--- config.mk ---
export PLATFORM = sky130hd
export DESIGN_NAME = exec_sequencer
export DESIGN_NICKNAME = d
export VERILOG_FILES = /design/src/rtl/exec_sequencer.sv
export SDC_FILE = /design/constraint.sdc
export NUM_CORES = 1
export LEC_CHECK = 0
export CAP_MARGIN = 20
export CORE_MARGIN = 5
export CORE_UTILIZATION = 39
export DETAILED_ROUTE_END_ITERATION = 8
export PLACE_DENSITY = 0.85
export SLEW_MARGIN = 0
export SYNTH_ARGS = -nofsm -noshare
export SYNTH_HDL_FRONTEND = slang
export SYNTH_SLANG_ARGS = --single-unit
--- constraint.sdc ---
create_clock -name clk -period 1.62 [get_ports clk]
set_input_delay 0.162 -clock clk [delete_from_list [all_inputs] [get_ports clk]]
set_output_delay 0.162 -clock clk [all_outputs]
set_load 0.02 [all_outputs]
--- src/rtl/exec_sequencer.sv ---
// exec_sequencer: run/halt/single-step controller for the 4-bit-PC, 8-bit core.
//
// Ports:
//   clk, rst           clock (rising edge), asynchronous active-high reset
//   cmd_valid/ready    host command handshake; a command is accepted on a rising
//                      edge with cmd_valid & cmd_ready, and cmd_ready is low in STEP
//   cmd_op, cmd_arg    00 HALT, 01 RUN, 10 STEP (arg = cycles, 0 means 1),
//                      11 SET_BP (arg = breakpoint address)
//   pc_addr            current PC of the core
//   core_en            combinational execute enable for the instruction at pc_addr
//   halted, state      halted=1 in HALT/BRK; state 00 HALT 01 RUN 10 STEP 11 BRK
//   bp_hit             a breakpoint stop occurred; cleared when BRK is left
//   retired            count of core_en=1 cycles, wrapping
//
// Build option: define BREAKPOINT_EN to include the breakpoint logic and the BRK
// state. Without it, SET_BP is accepted as a no-op and bp_hit is tied low.
module exec_sequencer #(
  parameter int unsigned PC_W  = 4,
  parameter int unsigned CNT_W = 8
) (
  input  logic             clk,
  input  logic             rst,
  input  logic             cmd_valid,
  output logic             cmd_ready,
  input  logic [1:0]       cmd_op,
  input  logic [PC_W-1:0]  cmd_arg,
  input  logic [PC_W-1:0]  pc_addr,
  output logic             core_en,
  output logic             halted,
  output logic [1:0]       state,
  output logic             bp_hit,
  output logic [CNT_W-1:0] retired
);

  typedef enum logic [1:0] {
    ST_HALT = 2'b00,
    ST_RUN  = 2'b01,
    ST_STEP = 2'b10,
    ST_BRK  = 2'b11
  } state_e;

  localparam logic [1:0] OP_HALT   = 2'b00;
  localparam logic [1:0] OP_RUN    = 2'b01;
  localparam logic [1:0] OP_STEP   = 2'b10;
  localparam logic [1:0] OP_SET_BP = 2'b11;

  state_e           state_q, state_d;
  logic [PC_W-1:0]  step_cnt_q, step_cnt_d;
  logic [CNT_W-1:0] retired_q, retired_d;
  logic             accept;
  logic             active;
  logic             match;

`ifdef BREAKPOINT_EN
  logic             bp_valid_q, bp_valid_d;
  logic [PC_W-1:0]  bp_addr_q, bp_addr_d;
  logic             skip_q, skip_d;
  logic             bp_hit_q, bp_hit_d;
  logic             brk_stop;

  // skip masks the match for the single instruction re-executed after BRK.
  assign match  = bp_valid_q & (pc_addr == bp_addr_q) & ~skip_q;
  assign bp_hit = bp_hit_q;
`else
  logic unused_pc;

  assign unused_pc = ^pc_addr;
  assign match     = 1'b0;
  assign bp_hit    = 1'b0;
`endif

  assign cmd_ready = (state_q != ST_STEP);
  assign accept    = cmd_valid & cmd_ready;
  assign active    = (state_q == ST_RUN) | (state_q == ST_STEP);
  assign core_en   = active & ~match;
  assign halted    = (state_q == ST_HALT) | (state_q == ST_BRK);
  assign state     = state_q;
  assign retired   = retired_q;

  always_comb begin
    state_d    = state_q;
    step_cnt_d = step_cnt_q;
    retired_d  = retired_q;
`ifdef BREAKPOINT_EN
    bp_valid_d = bp_valid_q;
    bp_addr_d  = bp_addr_q;
    skip_d     = skip_q;
    brk_stop   = active & match & ~accept;
`endif

    if (core_en) begin
      retired_d = retired_q + CNT_W'(1);
`ifdef BREAKPOINT_EN
      skip_d = 1'b0;
`endif
      if (state_q == ST_STEP) begin
        step_cnt_d = step_cnt_q - PC_W'(1);
        if (step_cnt_q == PC_W'(1)) state_d = ST_HALT;
      end
    end

`ifdef BREAKPOINT_EN
    if (brk_stop) begin
      state_d    = ST_BRK;
      step_cnt_d = '0;
    end
`endif

    // An accepted command overrides a breakpoint stop in the same cycle.
    if (accept) begin
      unique case (cmd_op)
        OP_HALT: state_d = ST_HALT;
        OP_RUN: begin
          state_d = ST_RUN;
`ifdef BREAKPOINT_EN
          if (state_q == ST_BRK) skip_d = 1'b1;
`endif
        end
        OP_STEP: begin
          state_d    = ST_STEP;
          step_cnt_d = (cmd_arg == '0) ? PC_W'(1) : cmd_arg;
`ifdef BREAKPOINT_EN
          if (state_q == ST_BRK) skip_d = 1'b1;
`endif
        end
        OP_SET_BP: begin
`ifdef BREAKPOINT_EN
          bp_valid_d = 1'b1;
          bp_addr_d  = cmd_arg;
`endif
        end
        default: ;
      endcase
    end

`ifdef BREAKPOINT_EN
    bp_hit_d = brk_stop | (bp_hit_q & (state_d == ST_BRK));
`endif
  end

  always_ff @(posedge clk or posedge rst) begin
    if (rst) begin
      state_q    <= ST_HALT;
      step_cnt_q <= '0;
      retired_q  <= '0;
`ifdef BREAKPOINT_EN
      bp_valid_q <= 1'b0;
      bp_addr_q  <= '0;
      skip_q     <= 1'b0;
      bp_hit_q   <= 1'b0;
`endif
    end else begin
      state_q    <= state_d;
      step_cnt_q <= step_cnt_d;
      retired_q  <= retired_d;
`ifdef BREAKPOINT_EN
      bp_valid_q <= bp_valid_d;
      bp_addr_q  <= bp_addr_d;
      skip_q     <= skip_d;
      bp_hit_q   <= bp_hit_d;
`endif
    end
  end

endmodule
==> results.rst <==
.. list-table::
   :header-rows: 1

   * - Metric
     - Value
   * - Min-delay worst type
     - in -> async
   * - Arrival time of data at the critical path endpoint
     - 1.84 ns
   * - Routability Congestion
     - 0.796
   * - Multi-input gate area in the final layout
     - 382 um2
   * - CTS buffer count
     - 3
   * - Antenna Nets Post-Route
     - 0
   * - Vias in the first global route
     - 651
   * - Main flop type after synthesis
     - dfrtp_1
   * - Final worst path period need
     - 1.62 ns
   * - Worst setup path startpoint
     - state[0]$_DFF_PP0_
   * - H-tree levels
     - 1
   * - Worst Setup End Kind
     - register
   * - Hold buffers post-CTS
     - 0
   * - # port buffers
     - 21
   * - Final-layout fill cell count
     - 173
   * - Count of TritonRoute iterations in the first routing pass
     - 2
   * - Slew margin rel.
     - 65.8%
   * - Syn nets
     - 91
   * - Utilization after layout
     - 56.1%
   * - Final instance area
     - 0.00107 mm2
   * - Number of failing hold endpoints at the final stage
     - 0
   * - Biggest area consumer among synthesized cells
     - dfrtp_1
   * - Period utilisation layout
     - 100%
   * - Clock sinks
     - 14
   * - Final nets
     - 119
   * - Total half-perimeter wirelength after legalization and detailed placement
     - 1.31 mm
   * - Total wirelength of the detailed-routed design
     - 1.62 mm
   * - Number of distinct standard cells referenced by the synthesized netlist
     - 27
   * - Total of flip-flops plus latches after synthesis
     - 14
   * - Number of flops mapped to enable cells by yosys
     - 0
   * - Global-route wire length before repair
     - 2.65 mm
   * - Via Count
     - 621
   * - Vias per Instance
     - 4.93
   * - Clock-pin slew reported for the worst setup and hold paths after clock tree synthesis
     - 0.08 ns
   * - Number of buffers between clock root and the deepest sink
     - 2
   * - Starting utilization of the core area
     - 39.9%
   * - RSZ-0062 raised after global routing
     - yes
   * - Die Height
     - 54.1 um
   * - Overall global routing resource usage
     - 13.1%
   * - Worst Skew
     - 0.00282 ns
   * - Launch instance of the worst register-to-register path
     - state[0]$_DFF_PP0_
   * - Worst setup path class
     - reg -> reg
   * - Worst reg2reg path depth
     - 5
   * - Die width
     - 54.1 um
   * - List of most frequent post-synthesis cells
     - dfrtp_1, inv_1, ha_1, nand2_1, xnor2_1
   * - Area contributors post-synth
     - dfrtp_1, ha_1, xnor2_1
   * - Result of the run
     - complete, no violations
   * - Synthesis-to-layout area growth
     - 40.8%
   * - Max Freq
     - 617 MHz
   * - Total power consumption of the routed design
     - 2.20 mW
   * - Ratio of total power to cell area
     - 2060 mW/mm2
   * - Most frequent cell after synthesis
     - dfrtp_1
   * - Area share of the largest cell type after synthesis
     - 46.2%
   * - CTS Root Cell
     - clkbuf_4
   * - Worst IR drop on VDD
     - 1.47 mV
   * - TritonCTS clock tree
     - yes
   * - Antenna diode count
     - 0
   * - Post-synthesis area per instance
     - 10.5 um2
   * - Critical path required time
     - 1.84 ns
   * - Fraction of final layout cells with drive strength greater than 1
     - 15.2%
   * - Drt drc
     - 0
   * - Count of routing violations after the opening detailed-route iteration
     - 10
   * - Leakage power figure
     - 0.471 nW
   * - Top Ports
     - 27
   * - Worst-path fanout max
     - 5
   * - GRT Residual Overflow
     - 0
   * - Worst hold slack after final layout
     - 0.212 ns
   * - Slew of the pin with the lowest slew margin
     - 0.512 ns
   * - DIE AREA
     - 0.00293 mm2
   * - Cells after Synth
     - 72
   * - Max-cap viol count
     - 0
   * - Sequential cell area
     - 353 um2
   * - Post-synthesis instance area
     - 758 um2
   * - Clock Latency Late Sink
     - 0.28 ns
   * - Number of antenna violations at the first check in global routing
     - 0
   * - Instance area after placement
     - 0.00103 mm2
   * - Sort of element at the start of the critical path
     - register
   * - Warnings, synthesis
     - 0
   * - Row Count
     - 16
   * - Share of flip-flops with an asynchronous set or reset
     - 100%
   * - Final Max Tran Viols
     - 0
   * - Maximum number of pins on one net before global-route repair
     - 15
   * - Proportion of synthesized chip area in sequential cells
     - 46.2%
   * - Core Area
     - 0.00190 mm2
   * - Setup violation total in the final timing report
     - 0
   * - Average detailed-routed wire length per instance
     - 12.9 um
==> power by group <==
| part | switching, mW | internal [mW] | total [mW] |
|---|---|---|---|
| Sequential | 0.171 | 0.515 | 0.687 |
| Clock | 0.108 | 0.137 | 0.245 |
| Combinational | 0.610 | 0.654 | 1.26 |
| Total | 0.889 | 1.31 | 2.20 |
==> sequential cells by signal, summed over array words and instances, names as in the netlist <==
signal and flops:
step_cnt_q 4, retired 8, state 2
==> through the flow <==
stage          worst slack, ns  TNS (ns)  instances
2_1_floorplan          -0.0462   -0.0462         72
3_3_place_gp            0.0416         0        122
3_5_place_dp          -0.00505  -0.00505        122
4_1_cts                -0.0142   -0.0142        126
5_1_grt                -0.0434   -0.0434        126
6_report              0.000244         0        126
==> area by class of cell <==
type                    instances  area share [%]
multi-input cells              49            35.8
flip-flops and latches         14            33.1
repair buffers                 25            22.2
clock buffers                   4            3.40
well taps                      27            3.17
inverters                       7            2.46
==> cell families after synthesis <==
| logic type | Yosys count | share of synthesized area (%) |
|---|---|---|
| multiplexers | 1 | 1.49 |
| AO/OA/AOI/OAI | 8 | 7.09 |
| adder cells (fa/ha/maj) | 6 | 9.90 |
| XOR/XNOR | 9 | 10.4 |
| AND/OR/NAND/NOR | 24 | 19.0 |
| other | 1 | 0.495 |
| flip-flops | 14 | 46.2 |
| buffers and inverters | 9 | 5.45 |
==> critical path, stage by stage, from the launching register on <==
cell	delay, ns
dfrtp_2	0.41
inv_2	0.07
ha_4	0.22
or3b_4	0.38
or4_1	0.41
nand3_1	0.08
==> routing by layer <==
metal  global-route usage [%]  vias to the layer above  part of all wire, %
met3                     4.43                        2                  6.5
met5                        0                        -                    0
met2                     23.2                       19                   49
met4                     8.30                        0                 0.93
li1                         -                      297                    -
met1                     13.0                      303                   44
==> cells in the final DEF, fill, tap and decap left out, types with 2 or more instances in the layout <==
master and instances:
clkbuf_4 3, nand2_1 6, clkdlybuf4s50_1 18, o21ai_0 3, xnor2_1 5, o31ai_1 2, buf_4 4, nor3_1 2
dlygate4sd2_1 3, xor2_1 4, nor2_1 3, dfrtp_2 2, inv_1 6, nand3b_1 2, nand3_1 2, ha_1 5
dfrtp_1 12
==> timing repair <==
action,CTS,global route
setup endpoints to repair,4,1
gates resized for setup,4,0
buffers inserted,0,0
pin swaps,1,0
==> final timing paths <==
kind / end / slack, ns
worst max-delay path: step_cnt_q[3]$_DFF_PP0_ / 0.0002
worst min-delay path: step_cnt_q[1]$_DFF_PP0_ / 0.21
worst max register to register: step_cnt_q[3]$_DFF_PP0_ / 0.0002
worst min register to register: retired[7]$_DFFE_PP0N_ / 0.47
max in group asynchronous: state[1]$_DFF_PP0_ / 1.04
min in group clk: retired[7]$_DFFE_PP0N_ / 0.47
Power figures use the tool's default switching activity.
==> RTL edit: new RTL, config.mk and constraints unchanged <==
Set the parameter `CNT_W` to 9 (it was 8).
--- a/src/rtl/exec_sequencer.sv
+++ b/src/rtl/exec_sequencer.sv
@@ -17,5 +17,5 @@
 module exec_sequencer #(
   parameter int unsigned PC_W  = 4,
-  parameter int unsigned CNT_W = 8
+  parameter int unsigned CNT_W = 9
 ) (
   input  logic             clk,
Ports: changed (resized retired); port bits go from 27 to 28. The function was not compared with the original's and may differ.
==> RTL edit against the unedited design <==
- the flow now finishes with violations (negative setup slack)
- area after synthesis rose by 5.8%
- cell area rose by 5.0%
- power rose by 0.40%
- sequential cell count rose by 1
- fmax fell by 0.77%
- wire length rose by 6.7%
- first-iteration DRC count fell by 60%
- worst setup slack got worse by 0.013 ns
==> RTL edit: results (changes against the unedited design) <==
| Metric | Value |
|---|---|
| Status | `complete, but fails checks (was finished, final reports clean)` |
| Failing checks | `negative setup slack` |
| Nets | `123 (was 119)` |
| Synth Area in Compound Gates | `0.06708 (was 0.07096)` |
| Max reg flops | `9 (was 8)` |
| Clock net power | `0.226 mW (was 0.245 mW)` |
| Internal Power | `1.293 mW (was 1.306 mW)` |
| Register share of total power | `0.326 (was 0.313)` |
| First-pass GRT wire length | `3049 µm (was 2649 µm)` |
| PnR worst setup slack | `-0.01234 ns (was 0.0002439 ns)` |
| Hpwl dp | `1376 µm (was 1305 µm)` |
| Adder-cell share of the synthesized area | `0.09360 (was 0.09901)` |
| Post-Route WL | `1729 µm (was 1621 µm)` |
| Largest net degree at the start of global routing | `16 (was 15)` |
| Placed cell area | `0.001086 mm² (was 0.001032 mm²)` |
| Post-route insts no fill | `130 (was 126)` |
| Syn_area_per_cell | `10.69 µm² (was 10.53 µm²)` |
| Worst Setup SP | `state[1]$_DFF_PP0_ (was state[0]$_DFF_PP0_)` |
| Clock skew | `0.009386 ns (was 0.002823 ns)` |
| Routed via count | `631 (was 621)` |
| Register-to-Register Path Depth | `4 (was 5)` |
| First DRT Iteration DRCs | `4 (was 10)` |
| WHS | `0.2200 ns (was 0.2124 ns)` |
| Clock slew at reported path FFs | `0.10 ns (was 0.08 ns)` |
| I/O Buffers | `22 (was 21)` |
| Part of the Yosys area used for sequential elements | `0.4680 (was 0.4620)` |
| Pre-antenna DRT Iters | `4 (was 2)` |
| Top cells by count, synth | `dfrtp_1 (15), inv_1 (7), ha_1 (6), nand2_1 (6), xnor2_1 (6) (was dfrtp_1 (14), inv_1 (7), ha_1 (6), nand2_1 (6), xnor2_1 (5))` |
| Vias in the first global route | `668 (was 651)` |
| Mux cell area share after synthesis | `0.01404 (was 0.01485)` |
| Critical Path AT | `1.86 ns (was 1.84 ns)` |
| Finish-stage setup viols | `1 (was 0)` |
| Placer Congestion | `0.7102 (was 0.7956)` |
| Peak VDD IR | `1261 µV (was 1468 µV)` |
| Cell variety after synth | `28 (was 27)` |
## RTL edit: cell types whose count changed after synthesis
cell      delta
and3b_1      +1
dfrtp_1      +1
nand3_1      -1
nand3b_1     -1
nand4_1      +1
nand4b_1     +1
nor2_1       +1
nor3_1       -1
xnor2_1      +1
## RTL edit: final cells by class
type	count	area [µm²]
clock buffer	3	22.52
clock inverter	1	7.507
sequential	15	377.9
fill	184	840.8
inverter	7	26.28
multi-input combinational	51	400.4
timing repair buffer	26	252.7
tap	27	33.78
## RTL edit: layer usage
metal / vias up / wire length, µm / GRT usage / part of all wire
li1: 310 / - / - / -
met2: 15 / 894 / 0.2061 / 0.52
met3: 4 / 62 / 0.03030 / 0.036
met4: 0 / 40 / 0.08333 / 0.023
met5: - / 0 / 0 / 0
met1: 302 / 733 / 0.1472 / 0.42
## RTL edit: repair_timing
action                                  in CTS  in global routing
pin swaps                                    0                  1
endpoints found under the hold margin        0                  0
gates resized for setup                      5                  3
endpoints found under the setup margin       4                  5
hold buffers                                 0                  0
